[src/rtl/quad_encoder_rpm_if.sv]
// Pin-side and result-side signals of the quadrature encoder speed front end.
interface quad_encoder_rpm_if #(
    parameter int unsigned GR_W  = 8,
    parameter int unsigned RPM_W = 8,
    parameter int unsigned POS_W = 16
);
    logic             enc_a;
    logic             enc_b;
    logic [GR_W-1:0]  gr;
    logic             err_clr;
    logic [RPM_W-1:0] rpm;
    logic             rpm_dir;
    logic             rpm_valid;
    logic [POS_W-1:0] pos;
    logic             err;

    modport master (
        output enc_a, enc_b, gr, err_clr,
        input  rpm, rpm_dir, rpm_valid, pos, err
    );

    modport slave (
        input  enc_a, enc_b, gr, err_clr,
        output rpm, rpm_dir, rpm_valid, pos, err
    );
endinterface

[src/rtl/quad_encoder_rpm.sv]
// x4 quadrature decoder with gated-window speed measurement, gear-ratio scaling,
// free-running position and sticky illegal-transition flag.
module quad_encoder_rpm #(
    parameter int unsigned GATE_CYCLES = 10_000_000,
    parameter int unsigned CNT_W       = 16,
    parameter int unsigned GR_W        = 8,
    parameter int unsigned GR_SHIFT    = 3,
    parameter int unsigned RPM_W       = 8,
    parameter int unsigned POS_W       = 16
) (
    input  logic               cclk,
    input  logic               rstb,
    quad_encoder_rpm_if.slave  bus
);

    localparam int unsigned GATE_W = (GATE_CYCLES > 1) ? $clog2(GATE_CYCLES) : 1;
    localparam int unsigned PROD_W = CNT_W + GR_W;
    localparam logic signed [CNT_W:0]  ACC_LIM  = $signed({2'b00, {(CNT_W-1){1'b1}}});
    localparam logic signed [CNT_W:0]  ACC_NLIM = -ACC_LIM;
    localparam logic [PROD_W-1:0]      RPM_MAX  = PROD_W'({RPM_W{1'b1}});

    logic                     a_s1, a_s2, b_s1, b_s2;
    logic [1:0]               ab_prev;
    logic [1:0]               ab_cur_c;
    logic [1:0]               arm_cnt;
    logic                     armed_c;
    logic                     fwd_c, rev_c, illegal_c;
    logic signed [CNT_W:0]    delta_c;
    logic signed [CNT_W:0]    acc_sum_c;
    logic signed [CNT_W-1:0]  acc, acc_next_c, acc_lat;
    logic [GR_W-1:0]          gr_lat;
    logic [GATE_W-1:0]        gate_cnt;
    logic                     win_end_c;
    logic                     lat_vld;
    logic [CNT_W-1:0]         lat_mag_c;
    logic [PROD_W-1:0]        prod_c, prod_shr_c;
    logic [RPM_W-1:0]         rpm_sat_c;

    assign ab_cur_c  = {a_s2, b_s2};
    assign armed_c   = (arm_cnt == 2'd3);
    assign win_end_c = (gate_cnt == GATE_W'(GATE_CYCLES - 1));

    // Gray-sequence decode of {A,B}: 00->10->11->01->00 is forward
    always_comb begin
        fwd_c     = 1'b0;
        rev_c     = 1'b0;
        illegal_c = 1'b0;
        if (armed_c) begin
            case ({ab_prev, ab_cur_c})
                4'b0010, 4'b1011, 4'b1101, 4'b0100: fwd_c     = 1'b1;
                4'b0001, 4'b0111, 4'b1110, 4'b1000: rev_c     = 1'b1;
                4'b0011, 4'b1100, 4'b0110, 4'b1001: illegal_c = 1'b1;
                default: ;
            endcase
        end
    end

    // Symmetric clamp keeps |acc| representable so the magnitude never overflows
    always_comb begin
        delta_c = '0;
        if (fwd_c)      delta_c = (CNT_W+1)'(1);
        else if (rev_c) delta_c = '1;
        acc_sum_c = $signed({acc[CNT_W-1], acc}) + delta_c;
        if (acc_sum_c > ACC_LIM)       acc_next_c = ACC_LIM[CNT_W-1:0];
        else if (acc_sum_c < ACC_NLIM) acc_next_c = ACC_NLIM[CNT_W-1:0];
        else                           acc_next_c = acc_sum_c[CNT_W-1:0];
    end

    // Scale the latched window count and clamp to the output width
    always_comb begin
        lat_mag_c  = acc_lat[CNT_W-1] ? CNT_W'(-acc_lat) : CNT_W'(acc_lat);
        prod_c     = PROD_W'(lat_mag_c) * PROD_W'(gr_lat);
        prod_shr_c = prod_c >> GR_SHIFT;
        rpm_sat_c  = (prod_shr_c > RPM_MAX) ? '1 : prod_shr_c[RPM_W-1:0];
    end

    // Synchroniser, arming delay and previous-state register
    always_ff @(posedge cclk or negedge rstb) begin
        if (!rstb) begin
            a_s1    <= 1'b0;
            a_s2    <= 1'b0;
            b_s1    <= 1'b0;
            b_s2    <= 1'b0;
            ab_prev <= 2'b00;
            arm_cnt <= 2'd0;
        end else begin
            a_s1    <= bus.enc_a;
            a_s2    <= a_s1;
            b_s1    <= bus.enc_b;
            b_s2    <= b_s1;
            ab_prev <= ab_cur_c;
            if (!armed_c) arm_cnt <= arm_cnt + 2'd1;
        end
    end

    // Gate window, accumulator and two-stage result pipeline
    always_ff @(posedge cclk or negedge rstb) begin
        if (!rstb) begin
            gate_cnt      <= '0;
            acc           <= '0;
            acc_lat       <= '0;
            gr_lat        <= '0;
            lat_vld       <= 1'b0;
            bus.rpm       <= '0;
            bus.rpm_dir   <= 1'b0;
            bus.rpm_valid <= 1'b0;
        end else begin
            if (win_end_c) begin
                gate_cnt <= '0;
                acc      <= '0;
                acc_lat  <= acc_next_c;
                gr_lat   <= bus.gr;
            end else begin
                gate_cnt <= gate_cnt + GATE_W'(1);
                acc      <= acc_next_c;
            end
            lat_vld       <= win_end_c;
            bus.rpm_valid <= lat_vld;
            if (lat_vld) begin
                bus.rpm     <= rpm_sat_c;
                bus.rpm_dir <= acc_lat[CNT_W-1];
            end
        end
    end

    // Wrapping position and sticky error; clear wins over a simultaneous error
    always_ff @(posedge cclk or negedge rstb) begin
        if (!rstb) begin
            bus.pos <= '0;
            bus.err <= 1'b0;
        end else begin
            if (fwd_c)      bus.pos <= bus.pos + POS_W'(1);
            else if (rev_c) bus.pos <= bus.pos - POS_W'(1);
            if (bus.err_clr)    bus.err <= 1'b0;
            else if (illegal_c) bus.err <= 1'b1;
        end
    end

endmodule

[src/flat_wrapper.sv]
// flat-port wrapper written by rule: the top's interface ports become plain ports
module quad_encoder_rpm_flat 
#(
    parameter int unsigned GATE_CYCLES = 10_000_000,
    parameter int unsigned CNT_W       = 16,
    parameter int unsigned GR_W        = 8,
    parameter int unsigned GR_SHIFT    = 3,
    parameter int unsigned RPM_W       = 8,
    parameter int unsigned POS_W       = 16
)
  (cclk, rstb, bus_enc_a, bus_enc_b, bus_gr, bus_err_clr, bus_rpm, bus_rpm_dir, bus_rpm_valid, bus_pos, bus_err);
  quad_encoder_rpm_if #(.GR_W(GR_W), .RPM_W(RPM_W), .POS_W(POS_W)) bus_i ();
  input  logic cclk;
  input  logic rstb;
  input wire logic [$bits(bus_i.enc_a)-1:0] bus_enc_a;
  input wire logic [$bits(bus_i.enc_b)-1:0] bus_enc_b;
  input wire logic [$bits(bus_i.gr)-1:0] bus_gr;
  input wire logic [$bits(bus_i.err_clr)-1:0] bus_err_clr;
  output wire logic [$bits(bus_i.rpm)-1:0] bus_rpm;
  output wire logic [$bits(bus_i.rpm_dir)-1:0] bus_rpm_dir;
  output wire logic [$bits(bus_i.rpm_valid)-1:0] bus_rpm_valid;
  output wire logic [$bits(bus_i.pos)-1:0] bus_pos;
  output wire logic [$bits(bus_i.err)-1:0] bus_err;
  assign bus_i.enc_a = bus_enc_a;
  assign bus_i.enc_b = bus_enc_b;
  assign bus_i.gr = bus_gr;
  assign bus_i.err_clr = bus_err_clr;
  assign bus_rpm = bus_i.rpm;
  assign bus_rpm_dir = bus_i.rpm_dir;
  assign bus_rpm_valid = bus_i.rpm_valid;
  assign bus_pos = bus_i.pos;
  assign bus_err = bus_i.err;
  quad_encoder_rpm #(.GATE_CYCLES(GATE_CYCLES), .CNT_W(CNT_W), .GR_W(GR_W), .GR_SHIFT(GR_SHIFT), .RPM_W(RPM_W), .POS_W(POS_W)) u_core (.cclk(cclk), .rstb(rstb), .bus(bus_i));
endmodule
[config.mk]
export PLATFORM = sky130hd
export DESIGN_NAME = quad_encoder_rpm_flat
export DESIGN_NICKNAME = d
export VERILOG_FILES = /design/src/rtl/quad_encoder_rpm_if.sv /design/src/rtl/quad_encoder_rpm.sv /design/src/flat_wrapper.sv
export SDC_FILE = /design/constraint.sdc
export NUM_CORES = 1
export LEC_CHECK = 0
export BUFFER_PORTS_ARGS = -buffer_cell sky130_fd_sc_hd__buf_2
export CAP_MARGIN = 20
export CORE_MARGIN = 2
export CORE_UTILIZATION = 53
export CTS_CLUSTER_SIZE = 28
export DETAILED_ROUTE_END_ITERATION = 10
export GPL_TIMING_DRIVEN = 0
export PLACE_DENSITY = 0.74
export SYNTH_ARGS = -nofsm -noshare
export SYNTH_HDL_FRONTEND = slang
export SYNTH_SLANG_ARGS = --single-unit
export TNS_END_PERCENT = 50
[constraint.sdc]
create_clock -name cclk -period 6 [get_ports cclk]
set_input_delay 0.3 -clock cclk [delete_from_list [all_inputs] [get_ports cclk]]
set_output_delay 0.3 -clock cclk [all_outputs]
set_load 0.1 [all_outputs]
==> flow_metrics.tcl <==
set metrics [dict create \
    register_clock_pin_slew_on_the_reported_worst_setup_and_hold_paths_ps 70 \
    cts_num_sinks 100 \
    vdd_ir_drop_max_uv 464 \
    num_antenna_cells 0 \
    avgViaCountPerCell 5.73 \
    post-route-drc-count 0 \
    grtUsageTotal_pct 24.8 \
    max_freq_mhz 160 \
    timing.hold.worst.start "bus_enc_b" \
    worst_r2r_endpoint "u_core.bus.rpm[6]" \
    numCtsBuffers 9 \
    syn_avg_cell_area_um2 9.18 \
    yosys_most_used_dff "dfrtp_1" \
    post_synth_instance_area_um2 9770 \
    setup_viol 8 \
    cts_root_buf "clkbuf_16" \
    overflow_after_grt 0 \
    reg2reg_setup_slack_ps -260 \
    port_buffers 39 \
    detail_route.wl_per_cell_um 17.1 \
    largest_net_degree_at_the_start_of_global_routing 73 \
    timing.critical_path.required_ps 6240 \
    end_kind "register" \
    drt_first_iter_violations 482 \
    tightestPinTransition_ps 1020 \
    worstHoldEndpoint "u_core.b_s1" \
    dieWidth_um 140 \
    setup-tns-final_ps -2010 \
    floorplan.initialDensity_pct 54.2 \
    final.period_utilization_pct 104 \
    timing.max_cap.violations 0 \
    critPathKind "register to register" \
    wirelength_mm 23.7 \
    ys_ff_latch 100 \
    ant_nets 0 \
    reg2regPathDepth 24 \
    first_global_vias 8036 \
    final_layout_size_suffix_gt1_share_pct 17.9 \
    powerDensity_nw_per_um2 294 \
    pre_cts_ws_ps -1030 \
    timing.final.hold_violations 0 \
    vias 7957 \
    outcome "finished with violations" \
    hold_path_depth 1 \
    cts_tree "yes" \
    power.leakage_nw 5.42 \
    final.min_clock_period_ps 6260 \
    final_critical_path_setup_slack_ps -260 \
    final_util_pct 64.4 \
    placementRows 49 \
    yosysWarningCount 0 \
    max_fo_critical_path 8 \
    postSynth.asyncResetShare_pct 100 \
    synth.lib_cells_used.distinct 65 \
    floorplan_die_area_um2 19500 \
    register_area_um2 2510 \
    report.final.slew_viol_count 0 \
    core_region_um2 18000 \
    clkLatencyLatePin_ps 370 \
    filler_cell_count 1425 \
    max_slew_margin_pct 31.3 \
    timing.clock.skew_ps 13.8 \
    total_area_of_multi_input_combinational_cells_um2 7330 \
    die_height_um 140 \
    netlist_instances 1064 \
    clock_path_buffers 2 \
    syn_nets 1238 \
    antenna_found_initial 0 \
    synth.yosys.seq_area_share_pct 25.6 \
    worstSetupStartpointType "register" \
    gp_routability_congestion 0.868 \
    post-dp-hpwl_mm 16.6 \
    setup_repair_after_global_routing_missed_its_margin "true" \
    timing.hold.worst.class "input pin to register" \
    grt_first_pass_wirelength_mm 39.3 \
    length_of_the_first_detailed_routing_pass_in_iterations 5 \
    failed_checks "negative setup slack" \
    pin_count 40 \
    num-nets-final 1331 \
    timing.rr.start "u_core.acc_lat[3]" \
    worst-endpoint-arrival_ps 6500 \
    synth_enable_flop_cells 0 \
    cts_htree_levels 3 \
    syn2layout_area_growth_pct 18.9 \
]
-- metrics by stage --
stage,std cells,power [W],hold slack [ps],area (um^2)
after floorplan,1064,0.00235,4.41,9920
after global placement,1332,0.00269,332,10400
after detailed placement,1334,0.00273,266,10400
after CTS,1382,0.00342,36.8,11500
after global routing,1389,0.00363,46.2,11600
final,1389,0.00342,44.9,11600
-- critical path, stage by stage (launching register included) --
cell and delay, ps:
dfrtp_1 400, or3_4 430, nor2_4 110, buf_4 130
nand2_1 130, o31ai_4 300, xor2_2 220, buf_4 150
nor2b_1 50, fa_1 520, fa_1 460, fa_1 510
inv_1 60, fa_1 520, inv_1 60, ha_4 250
and2_4 180, a221o_1 300, a31o_4 250, a31oi_4 180
a21oi_2 80, xnor2_1 230, o2111a_1 220, and4_4 320
a21oi_2 70
-- routing by layer --
layer  global-route usage, %  wire length [um]  vias to the layer above  share of wire (%)
met5                       0                 0                        -                  0
li1                        -                 -                     3737                  -
met4                    8.00               717                        0                3.0
met1                    33.1             10100                     3900                 43
met3                    4.23              1250                       66                5.3
met2                    41.4             11600                      254                 49
-- where the power goes --
part           total (W)  internal (W)  switching, W
logic            0.00186      0.000589       0.00127
clock network   0.000686      0.000408      0.000278
registers       0.000877      0.000801     0.0000763
total            0.00342       0.00180       0.00162
-- flip-flops by register name, indices dropped and copies added (netlist names), 2 cells and up --
| name | flops |
|---|---|
| u_core.gr_lat | 8 |
| u_core.acc_lat | 16 |
| u_core.gate_cnt | 24 |
| u_core.acc | 16 |
| u_core.arm_cnt | 2 |
| u_core.bus.pos | 16 |
| u_core.ab_prev | 2 |
| u_core.bus.rpm | 8 |
-- worst max path at each step --
stage,from,to,slack [ps],cells past startpoint
floorplan,u_core.acc_lat[4],u_core.bus.rpm[0],-90,24
global placement,u_core.acc_lat[15],u_core.bus.rpm[6],-1010,23
detailed placement,u_core.acc_lat[15],u_core.bus.rpm[6],-1030,23
CTS,u_core.acc_lat[4],u_core.bus.rpm[6],-160,26
global route,u_core.acc_lat[3],u_core.bus.rpm[7],-410,22
finish,u_core.acc_lat[3],u_core.bus.rpm[6],-260,24
-- cell usage in the layout, fill, tap and decap left out, types with 5 or more instances in the layout --
master,count
a211oi_1,6
dfrtp_1,95
nor2_1,76
dfrtp_2,5
inv_1,108
nand3_1,18
nor4_1,7
a21oi_1,58
nor2b_2,8
and3_1,7
buf_6,6
nand2_1,71
xor2_4,6
mux2_2,6
xnor2_1,34
fa_1,84
xor2_1,31
nand4_1,9
o21ai_0,38
o21ai_1,5
ha_1,64
inv_2,5
a21o_1,13
buf_4,39
clkbuf_1,23
nand2b_1,21
buf_2,38
nor2b_1,79
o21a_1,6
ha_4,9
a21oi_2,13
clkbuf_16,9
nor3_1,9
and2_1,26
or3_1,5
-- cells by family after synthesis --
| family | synth area share [%] |
|---|---|
| DFF | 25.6 |
| and+or+nand+nor | 19.6 |
| AOI/OAI and AO/OA | 13.4 |
| xor gates and xnor gates | 6.99 |
| buffers and inverters | 5.61 |
| muxes | 1.26 |
| adders and majority gates | 27.5 |
-- cell type report --
type | instances | area share (%)
Multi-Input combinational cell | 820 | 63.1
Sequential cell | 100 | 21.6
Inverter | 114 | 3.71
Clock buffer | 9 | 1.94
Clock inverter | 5 | 0.948
Buffer | 26 | 1.11
Tap cell | 229 | 2.47
Timing Repair Buffer | 86 | 5.16
-- cells in the mapped netlist, types with 4 or more instances --
| library cell | instances | share of area (%) |
|---|---|---|
| nand4_1 | 9 | 0.58 |
| and4_1 | 4 | 0.36 |
| or3_1 | 6 | 0.38 |
| nand3_1 | 19 | 0.97 |
| nor3_1 | 9 | 0.46 |
| a21o_1 | 13 | 1.0 |
| dfrtp_1 | 100 | 26 |
| o21a_1 | 6 | 0.46 |
| a21oi_1 | 62 | 3.2 |
| a211oi_1 | 6 | 0.46 |
| nand2_1 | 75 | 2.9 |
| mux2i_1 | 4 | 0.41 |
| o21ai_0 | 44 | 2.3 |
| ha_1 | 75 | 9.6 |
| and2_1 | 27 | 1.7 |
| nand2b_1 | 22 | 1.4 |
| xnor2_1 | 37 | 3.3 |
| and3_1 | 7 | 0.45 |
| nor2b_1 | 88 | 5.6 |
| clkbuf_1 | 29 | 1.1 |
| nor4_1 | 8 | 0.51 |
| a21oi_2 | 9 | 0.81 |
| fa_1 | 86 | 18 |
| mux2_2 | 6 | 0.69 |
| a31oi_1 | 6 | 0.38 |
| o22ai_1 | 4 | 0.26 |
| nor2_1 | 80 | 3.1 |
| xor2_1 | 41 | 3.7 |
| inv_1 | 114 | 4.4 |
| o31ai_1 | 7 | 0.54 |
-- what timing repair did --
item | 4_1_cts | 5_1_grt
gates resized for setup | 74 | 21
endpoints found under the hold margin | 28 | 0
setup buffers | 37 | 7
endpoints found under the setup margin | 8 | 15
hold buffers | 1 | 0
pin swaps | 48 | 16
Power figures use the tool's default switching activity.
